**config.mk**
```make
export PLATFORM = sky130hd
export DESIGN_NAME = branch_update_unit
export DESIGN_NICKNAME = d
export VERILOG_FILES = /design/src/rtl/branch_update_unit.sv
export SDC_FILE = /design/constraint.sdc
export NUM_CORES = 1
export LEC_CHECK = 0
export BUFFER_PORTS_ARGS = -buffer_cell sky130_fd_sc_hd__buf_2
export CAP_MARGIN = 20
export CORE_MARGIN = 1
export CORE_UTILIZATION = 57
export DETAILED_ROUTE_END_ITERATION = 10
export PLACE_DENSITY = 0.86
export SYNTH_ARGS = -nofsm -noshare
export SYNTH_HDL_FRONTEND = slang
export SYNTH_SLANG_ARGS = --single-unit
```
**constraint.sdc**
```tcl
create_clock -name Clk -period 21 [get_ports Clk]
set_input_delay 2.1 -clock Clk [delete_from_list [all_inputs] [get_ports Clk]]
set_output_delay 2.1 -clock Clk [all_outputs]
set_load 0.05 [all_outputs]
```
**src/rtl/branch_update_unit.sv**
```systemverilog
// -----------------------------------------------------------------------------
// branch_update_unit
//
// This block resolves branches in the execute stage. Each time a branch is
// sampled, it does the following:
//   * It compares the actual outcome with the prediction made at fetch time.
//     On a mispredict it raises a one-cycle redirect (FlushPipeandPC/JmpAddr)
//     and increments MispredCnt.
//   * It builds an update for the prediction cache and pushes it into a
//     2-entry FIFO. The FIFO head is offered on WriteEnable/JmpInstrAddr/
//     CHJmpAddr/CB_o and is popped when WrReady is high.
//
// Ports
//   Clk, Rst             clock; synchronous active-low reset
//   EX_Valid, EX_Stall   an event is sampled when Valid=1 and Stall=0
//   EX_Taken, EX_Target  actual outcome and taken target
//   EX_InstrAddr, EX_PC  branch address and fall-through address
//   EX_PCSource, EX_Predict, EX_CB, EX_PCMatch
//                        fetch-time prediction: taken flag, target,
//                        counter, and cache hit
//   WrReady              prediction cache accepts the head entry this cycle
//   FlushPipeandPC, JmpAddr   redirect pulse and redirect address
//   WriteEnable          update queue is non-empty
//   JmpInstrAddr, CHJmpAddr, CB_o   head entry fields
//   UpdFull, Overflow    queue full; sticky flag set when an update is dropped
//   MispredCnt           wrapping count of mispredicts
// -----------------------------------------------------------------------------
module branch_update_unit (
    input  logic        Clk,
    input  logic        Rst,
    input  logic        EX_Valid,
    input  logic        EX_Stall,
    input  logic        EX_Taken,
    input  logic [31:0] EX_Target,
    input  logic [31:0] EX_InstrAddr,
    input  logic [31:0] EX_PC,
    input  logic        EX_PCSource,
    input  logic [31:0] EX_Predict,
    input  logic [1:0]  EX_CB,
    input  logic        EX_PCMatch,
    input  logic        WrReady,
    output logic        FlushPipeandPC,
    output logic [31:0] JmpAddr,
    output logic        WriteEnable,
    output logic [31:0] JmpInstrAddr,
    output logic [31:0] CHJmpAddr,
    output logic [1:0]  CB_o,
    output logic        UpdFull,
    output logic        Overflow,
    output logic [15:0] MispredCnt
);

    typedef struct packed {
        logic [31:0] instr_addr;
        logic [31:0] target;
        logic [1:0]  cb;
    } upd_entry_t;

    upd_entry_t mem [2];
    logic       rd_ptr;
    logic       wr_ptr;
    logic [1:0] count;

    logic       sample;
    logic       pred_taken;
    logic       mispredict;
    logic [1:0] cb_next;
    logic       enq;
    logic       enq_ok;
    logic       deq;
    upd_entry_t new_entry;

    // NOTE: every signal written in this block gets a default value first.
    // This way no path leaves a signal unassigned, so no latch is inferred.
    always_comb begin
        sample     = EX_Valid && !EX_Stall;
        pred_taken = EX_PCSource && EX_PCMatch;
        mispredict = (EX_Taken != pred_taken) ||
                     (EX_Taken && pred_taken && (EX_Predict != EX_Target));

        // 2-bit saturating counter: increment on taken, decrement on not-taken.
        cb_next = EX_CB;
        if (EX_Taken) begin
            if (EX_CB != 2'b11) cb_next = EX_CB + 2'd1;
        end else begin
            if (EX_CB != 2'b00) cb_next = EX_CB - 2'd1;
        end

        // A hit refreshes the existing entry. A taken miss allocates a new
        // entry in weak-taken state. A not-taken miss leaves no trace.
        enq       = sample && (EX_PCMatch || EX_Taken);
        new_entry = '{instr_addr: EX_InstrAddr, target: EX_Target, cb: 2'b10};
        if (EX_PCMatch) begin
            new_entry.target = EX_Taken ? EX_Target : EX_Predict;
            new_entry.cb     = cb_next;
        end

        deq    = (count != 2'd0) && WrReady;
        // When the queue is full, a push is still accepted if the head leaves
        // on the same edge.
        enq_ok = enq && ((count != 2'd2) || deq);
    end

    // NOTE: sequential state uses non-blocking assignments only. This way
    // every register samples the values from before the edge.
    always_ff @(posedge Clk) begin
        if (!Rst) begin
            FlushPipeandPC <= 1'b0;
            JmpAddr        <= '0;
            MispredCnt     <= '0;
            Overflow       <= 1'b0;
            rd_ptr         <= 1'b0;
            wr_ptr         <= 1'b0;
            count          <= 2'd0;
            // NOTE: the queue storage is reset as well, not just the
            // pointers. It is only two registers wide, and resetting it
            // makes the head outputs read as zero after reset.
            mem[0]         <= '0;
            mem[1]         <= '0;
        end else begin
            FlushPipeandPC <= sample && mispredict;
            if (sample && mispredict) begin
                JmpAddr    <= EX_Taken ? EX_Target : EX_PC;
                MispredCnt <= MispredCnt + 16'd1;
            end

            if (deq) rd_ptr <= ~rd_ptr;
            if (enq_ok) begin
                mem[wr_ptr] <= new_entry;
                wr_ptr      <= ~wr_ptr;
            end
            if (enq && !enq_ok) Overflow <= 1'b1;

            case ({enq_ok, deq})
                2'b10:   count <= count + 2'd1;
                2'b01:   count <= count - 2'd1;
                default: count <= count;
            endcase
        end
    end

    assign WriteEnable  = (count != 2'd0);
    assign UpdFull      = (count == 2'd2);
    assign JmpInstrAddr = mem[rd_ptr].instr_addr;
    assign CHJmpAddr    = mem[rd_ptr].target;
    assign CB_o         = mem[rd_ptr].cb;

endmodule

```
==> results of run 1 <==
[layout by cell type, fill, tap and decap left out, types with 2 or more instances in the layout]
master       n
buf_2      255
edfxtp_1   132
nor2_1      78
mux2i_1     78
mux2_2      66
and2_1      65
dfxtp_1     54
xor2_1      33
a211oi_2    30
nor3_2      28
nand2_1     24
clkbuf_16   17
a21oi_1     16
nand2b_1    15
nand3_1     10
nor4_1       8
nor3_1       8
buf_4        7
diode_2      5
and3_1       5
o21ai_1      4
nand4_1      4
o21ai_0      3
bufinv_16    3
inv_1        2
o21a_1       2
a211oi_1     2
ha_1         2
clkbuf_1     2
clkinv_1     2
inv_6        2
clkinv_2     2
[area by class of cell]
class	instances	area (sq um)	share of cell area
Sequential cell	187	5066	0.4550
Multi-Input combinational cell	496	3857	0.3464
Timing Repair Buffer	263	1344	0.1207
Clock buffer	19	432.9	0.03888
Tap cell	211	264.0	0.02371
Clock inverter	12	146.4	0.01315
Antenna cell	5	12.51	0.001124
Inverter	3	11.26	0.001011
[through the flow]
stage	worst slack [ns]	cells
global route	16.20	1194
detailed placement	15.98	1159
CTS	16.42	1190
finish	16.41	1196
global placement	16.03	1159
floorplan	12.99	735
[logic make-up after synthesis]
| logic type | share of synthesized area |
|---|---|
| AOI/OAI and AO/OA | 0.06171 |
| xor gates and xnor gates | 0.03250 |
| DFF | 0.5527 |
| and+or+nand+nor | 0.1555 |
| buffers and inverters | 0.02854 |
| muxes | 0.1663 |
| adders and majority gates | 0.002730 |
[worst register-to-register path, cell delays in order (launching register included)]
cell      delay [ns]
dfxtp_1         0.39
nand2b_1        0.17
nor2_1          0.09
nor2_1          0.21
nand3_1         0.10
buf_4           0.28
nand2_2         0.29
buf_4           0.65
[final timing paths]
kind | slack, ns | endpoint | cells past startpoint
worst max-delay path | 16.41 | mem[1][30] | 8
worst max register to register | 18.41 | mem[1][30] | 7
worst min register to register | 0.46 | Overflow | 1
worst min-delay path | 0.46 | Overflow | 1
[flip-flops by register name (all words and copies together), names as in the netlist, named ones only]
signal          count
JmpAddr            32
FlushPipeandPC      1
MispredCnt         16
rd_ptr              1
Overflow            1
count               2
wr_ptr              1
mem               132
[power groups by stage]
stage	clock [mW]	combinational, mW	sequential [mW]
floorplan	0	0.0990	0.445
global placement	0	0.160	0.428
detailed placement	0	0.162	0.429
CTS	0.320	0.162	0.421
global route	0.335	0.171	0.423
finish	0.317	0.162	0.421
[layer usage]
| layer | wire length (um) | vias to the layer above | GRT usage | share of wire |
|---|---|---|---|---|
| met5 | 10 | - | 0 | 0.00045 |
| met4 | 522 | 2 | 0.1128 | 0.023 |
| met1 | 9165 | 3126 | 0.3333 | 0.41 |
| met2 | 10890 | 259 | 0.4423 | 0.49 |
| li1 | - | 3116 | - | - |
| met3 | 1847 | 36 | 0.08940 | 0.082 |
==> results.txt, run 1 <==
antenna-violating nets left: 0
clk sinks: 187
P&R area growth vs syn: 21.50%
Die ar.: 0.01659 sq mm
Congestion Overflow GR: 0
placed cell area: 0.01053 sq mm
synth unique cells: 40
Final #Nets: 1108
Synth area leader: edfxtp_1
NetSw: 251.1 uW
insertion delay to the later sink of the worst-skew pair: 0.42 ns
fill cell count: 1111
via count: 6539
vias in the first global route: 6302
Pre-Repair DR Iteration Count: 7
root buf cell: clkbuf_16
die extent in y: 128.8 um
Setup TNS Final: 0 ns
max incr delay on CP: 0.64 ns
largest net degree at the start of global routing: 67
hold slack final: 0.4605 ns
CP max-delay cell: buf_4
clock tree from TritonCTS: yes
post-synthesis cell area: 0.009164 sq mm
clk buf depth: 2
Detailed Route WL: 22430 um
Synth Register Bits: 187
Synth top cells by count: edfxtp_1 (132), mux2i_1 (78), nor2_1 (78)
clock share of power: 0.352
RSZ-0062 raised after global routing: false
crit start category: primary input
hold buffers post-CTS: 0
area of the core: 0.01543 sq mm
# port buffers: 255
worst hold path class: flip-flop to flip-flop
global-route wire length before repair: 33090 um
cts repair resizes: 0
CTS H-tree lvls: 4
cell family with most CP delay: buffers and inverters
Die X: 128.8 um
top-count cell post-synth: edfxtp_1
Gate power share: 0.180
detail-routed via count per cell: 5.467
Final period util: 0.2187
ys async rst share: 0
Worst Path Buf+Inv: 4
maximum vdd ir drop: 0.00005922 V
Tot Pwr: 900.9 uW
initial cell density of the core: 0.5940
sequential share of power: 0.468
RD Place Congestion: 0.8817
clock skew: 0.008580 ns
actual slew at the worst max-slew pin: 1.065 ns
Wirelength per Cell: 18.75 um
Synth Instances: 735
critical path type: primary input to flip-flop
I/O pin cnt: 256
critical-path cell list: buf_2 -> buf_4 -> o21ai_1 -> nor2_1 -> nand3_1 -> buf_4 -> nand2_2 -> buf_4
status: completed
fin util: 0.7217
yosys warns: 0
crit end category: flip-flop
hold_sp: Overflow
detailed placer's ending HPWL: 15850 um
syn_nets: 875
Final Setup Violations: 0
clock-pin slew on the worst setup and hold paths: 0.06 ns
post-route cell area: 0.01113 sq mm
number of max-cap violations: 0
worst setup path start: EX_Taken
Top FF cell, synth: edfxtp_1
Final min period: 4.593 ns
Pint: 649.8 uW
CP Data Required Time: 21.05 ns
largest cells by area after synthesis: edfxtp_1 (43%), dfxtp_1 (12%), mux2i_1 (8.5%)
initial antenna violation count: 4
Post-synth EDFFs: 132
leakage dissipation: 4.856 nW
setup bufs post-CTS: 0
Top cell by count, worst path: buf_4
GRT Total Usage: 0.2717
CP Data Arrival Time: 4.64 ns
share of cells above drive strength 1: 0.4337
detailed-route DRC error count: 0
Syn Area/Cell: 12.47 sq um
Hold Vio Cnt, Final: 0
Sw Ratio: 0.2787
DRT iter0 DRCs: 396
Max-slew headroom: 0.2898
Fmax: 217.7 MHz
row count: 45
TritonCTS Buffers: 17
FF-to-FF Start: count[0]
Crit Path Max Fanout: 55
Synth top area share: 0.4326
fin. max-slew vios: 0
part of the Yosys area used for sequential elements: 0.5527
Power Dens Cells: 80.91 mW/mm^2
No activity file was read; power rests on OpenSTA's default activity.
==> run 2, diff against run 1 <==
ABC_AREA = 1   (was not set)
CORE_UTILIZATION = 53   (was 57)
PLACE_DENSITY = 0.81   (was 0.86)
clock period = 4.3 ns   (was 21 ns; I/O delays follow)
==> run 2 against run 1 <==
Effect of this change: register-to-register slack got worse by 16 ns; combinational power rose to 6.7 times the previous value; clock-buffer cell count shrank 2; global-route usage is 1.5 points lower; largest power group unchanged; wire length increased by 0.78%; largest cell class unchanged; first-iteration DRC count increased by 9.8%; non-clock buffer count increased by 1.
==> results.txt, run 2 <==
status: completed (unchanged)
row count: 47 (was 45)
Synth area leader: edfxtp_1 (unchanged)
clk sinks: 187 (unchanged)
hold buffers post-CTS: 0 (unchanged)
DRT iter0 DRCs: 435 (was 396)
cts repair resizes: 0 (unchanged)
Detailed Route WL: 22610 um (was 22430 um)
post-route cell area: 0.01112 sq mm (was 0.01113 sq mm)
RSZ-0062 raised after global routing: false (unchanged)
Final Setup Violations: 0 (unchanged)
maximum vdd ir drop: 0.0002671 V (was 0.00005922 V)
share of cells above drive strength 1: 0.3015 (was 0.4337)
number of max-cap violations: 0 (unchanged)
dpl cells: 1445 (was 1159)
initial antenna violation count: 2 (was 4)
global-route wire length before repair: 35040 um (was 33090 um)
Synth Instances: 1009 (was 735)
fill cell count: 1343 (was 1111)
vias in the first global route: 6902 (was 6302)
Max-slew headroom: 0.3681 (was 0.2898)
biggest regs: mem: 132 flops, JmpAddr: 32 flops, MispredCnt: 16 flops (unchanged)
Power Dens Cells: 421.3 mW/mm^2 (was 80.91 mW/mm^2)
critical path type: flip-flop to output pin (was primary input to flip-flop)
worst hold path class: primary input to flip-flop (was flip-flop to flip-flop)
hold slack final: 0.3009 ns (was 0.4605 ns)
antenna-violating nets left: 0 (unchanged)
CP Data Required Time: 3.87 ns (was 21.05 ns)
crit end category: output pin (was flip-flop)
Synth top area share: 0.4337 (was 0.4326)
largest cells by area after synthesis: edfxtp_1 (43%), dfxtp_1 (12%), nand2_1 (9.9%) (was edfxtp_1 (43%), dfxtp_1 (12%), mux2i_1 (8.5%))
clock tree from TritonCTS: yes (unchanged)
P&R area growth vs syn: 21.67% (was 21.50%)
synth unique cells: 30 (was 40)
RD Place Congestion: 0.9630 (was 0.8817)
filler-free cell count of the finished design: 1479 (was 1196)
Setup TNS Final: 0 ns (unchanged)
root buf cell: clkbuf_16 (unchanged)
CTS H-tree lvls: 4 (unchanged)
Top FF cell, synth: edfxtp_1 (unchanged)
GRT Total Usage: 0.2572 (was 0.2717)
clk buf depth: 2 (unchanged)
Die X: 133.3 um (was 128.8 um)
clock-pin slew on the worst setup and hold paths: 0.07 ns (was 0.06 ns)
clock skew: 0.01632 ns (was 0.008580 ns)
actual slew at the worst max-slew pin: 0.9479 ns (was 1.065 ns)
Final period util: 0.6214
TritonCTS Buffers: 17 (unchanged)
detailed placer's ending HPWL: 15730 um (was 15850 um)
Final #Nets: 1384 (was 1108)
Synth top cells by count: nand2_1 (242), nor2_1 (236), edfxtp_1 (132) (was edfxtp_1 (132), mux2i_1 (78), nor2_1 (78))
Crit Path Max Fanout: 35 (was 55)
Hold Vio Cnt, Final: 0 (unchanged)
initial cell density of the core: 0.5472 (was 0.5940)
die extent in y: 133.3 um (was 128.8 um)
setup bufs post-CTS: 0 (unchanged)
largest net degree at the start of global routing: 68 (was 67)
Wirelength per Cell: 15.28 um (was 18.75 um)
max reg flops: 132 (unchanged)
Fmax: 374.2 MHz
yosys warns: 0 (unchanged)
detailed-route DRC error count: 0 (unchanged)
Pre-Repair DR Iteration Count: 7 (unchanged)
Congestion Overflow GR: 0 (unchanged)
crit start category: flip-flop (was primary input)
Final min period: 2.672 ns
leakage dissipation: 5.529 nW (was 4.856 nW)
most frequent cells in the layout: buf_2 (255), nand2_1 (238), nor2_1 (236) (was buf_2 (255), edfxtp_1 (132), nor2_1 (78), mux2i_1 (78), mux2_2 (66))
top-count cell post-synth: nand2_1 (was edfxtp_1)
Syn Area/Cell: 9.057 sq um (was 12.47 sq um)
CP Data Arrival Time: 2.24 ns (was 4.64 ns)
area of the core: 0.01670 sq mm (was 0.01543 sq mm)
# port buffers: 255 (unchanged)
via count: 7450 (was 6539)
insertion delay to the later sink of the worst-skew pair: 0.44 ns (was 0.42 ns)
most common cell after layout, fill and taps aside: buf_2 (unchanged)
post-synthesis cell area: 0.009139 sq mm (was 0.009164 sq mm)
ys async rst share: 0 (unchanged)
Biggest register: mem (unchanged)
I/O pin cnt: 256 (unchanged)
Die ar.: 0.01777 sq mm (was 0.01659 sq mm)
syn_nets: 1149 (was 875)
placed cell area: 0.01053 sq mm (about the same)
detail-routed via count per cell: 5.037 (was 5.467)
fin. max-slew vios: 0 (unchanged)
part of the Yosys area used for sequential elements: 0.5542 (was 0.5527)
Synth Register Bits: 187 (unchanged)
Post-synth EDFFs: 132 (unchanged)
[run 2: cell count changes after synthesis, sizes merged, moves of 32 or more]
cell,delta
nand2,+217
mux2i,-56
inv,+101
xor2,-33
a211oi,-32
and2,-66
nor3,-33
nor2,+159
[run 2: cell families (layout without fill, tap and decap cells)]
family / after synthesis / in the layout / share of synthesized area
DFF: 187 / 187 / 0.5542
and+or+nand+nor: 509 / 509 / 0.2163
xor gates and xnor gates: 24 / 24 / 0.02300
AOI/OAI and AO/OA: 46 / 46 / 0.02615
other: 0 / 2 / 0
muxes: 88 / 88 / 0.1054
adders and majority gates: 2 / 2 / 0.002738
buffers and inverters: 153 / 401 / 0.07215
[run 2: final cells by class]
cell class	instances	area, sq um	share of cell area
clock inverters	15	157.7	0.01418
clock buffers	17	425.4	0.03826
inverters	105	394.1	0.03545
flip-flops and latches	187	5066	0.4556
well taps	220	275.3	0.02476
diodes	2	5.005	0.0004501
repair buffers	264	1356	0.1220
multi-input cells	669	3440	0.3093
[run 2: power by group]
part | internal (mW) | switching [mW] | leakage, nW
Combinational | 0.316 | 0.771 | 3.43
Clock | 0.770 | 0.739 | 0.278
Sequential | 2.03 | 0.0564 | 1.82
[run 2: per-layer routing]
layer	global-route usage	vias up	part of all wire
met4	0.09912	0	0.026
met5	0	-	0
met3	0.05251	46	0.067
li1	-	3691	-
met1	0.3432	3426	0.43
met2	0.4132	287	0.48
[run 2: metrics by stage]
step	utilization	worst slack (ns)	total power, mW
floorplan	-	0.7103	2.933
global placement	0.6306	1.699	3.197
detailed placement	0.6306	1.644	3.210
CTS	0.6655	1.590	4.704
global route	0.6658	1.519	4.846
finish	0.6658	1.628	4.685
[run 2: worst paths after layout]
check	startpoint	to	slack, ns	cells past startpoint
min reg2reg	rd_ptr	flip-flop	0.45	1
min	EX_InstrAddr[17]	mem[1][51]	0.30	3
max reg2reg	count[0]	mem[0][15]	1.96	9
max	flip-flop	CHJmpAddr[10]	1.63	3
[run 2: critical path: stages (launching register included)]
cell and delay (ns):
dfxtp_2 0.89, buf_12 0.30, mux2_2 0.39, buf_2 0.22
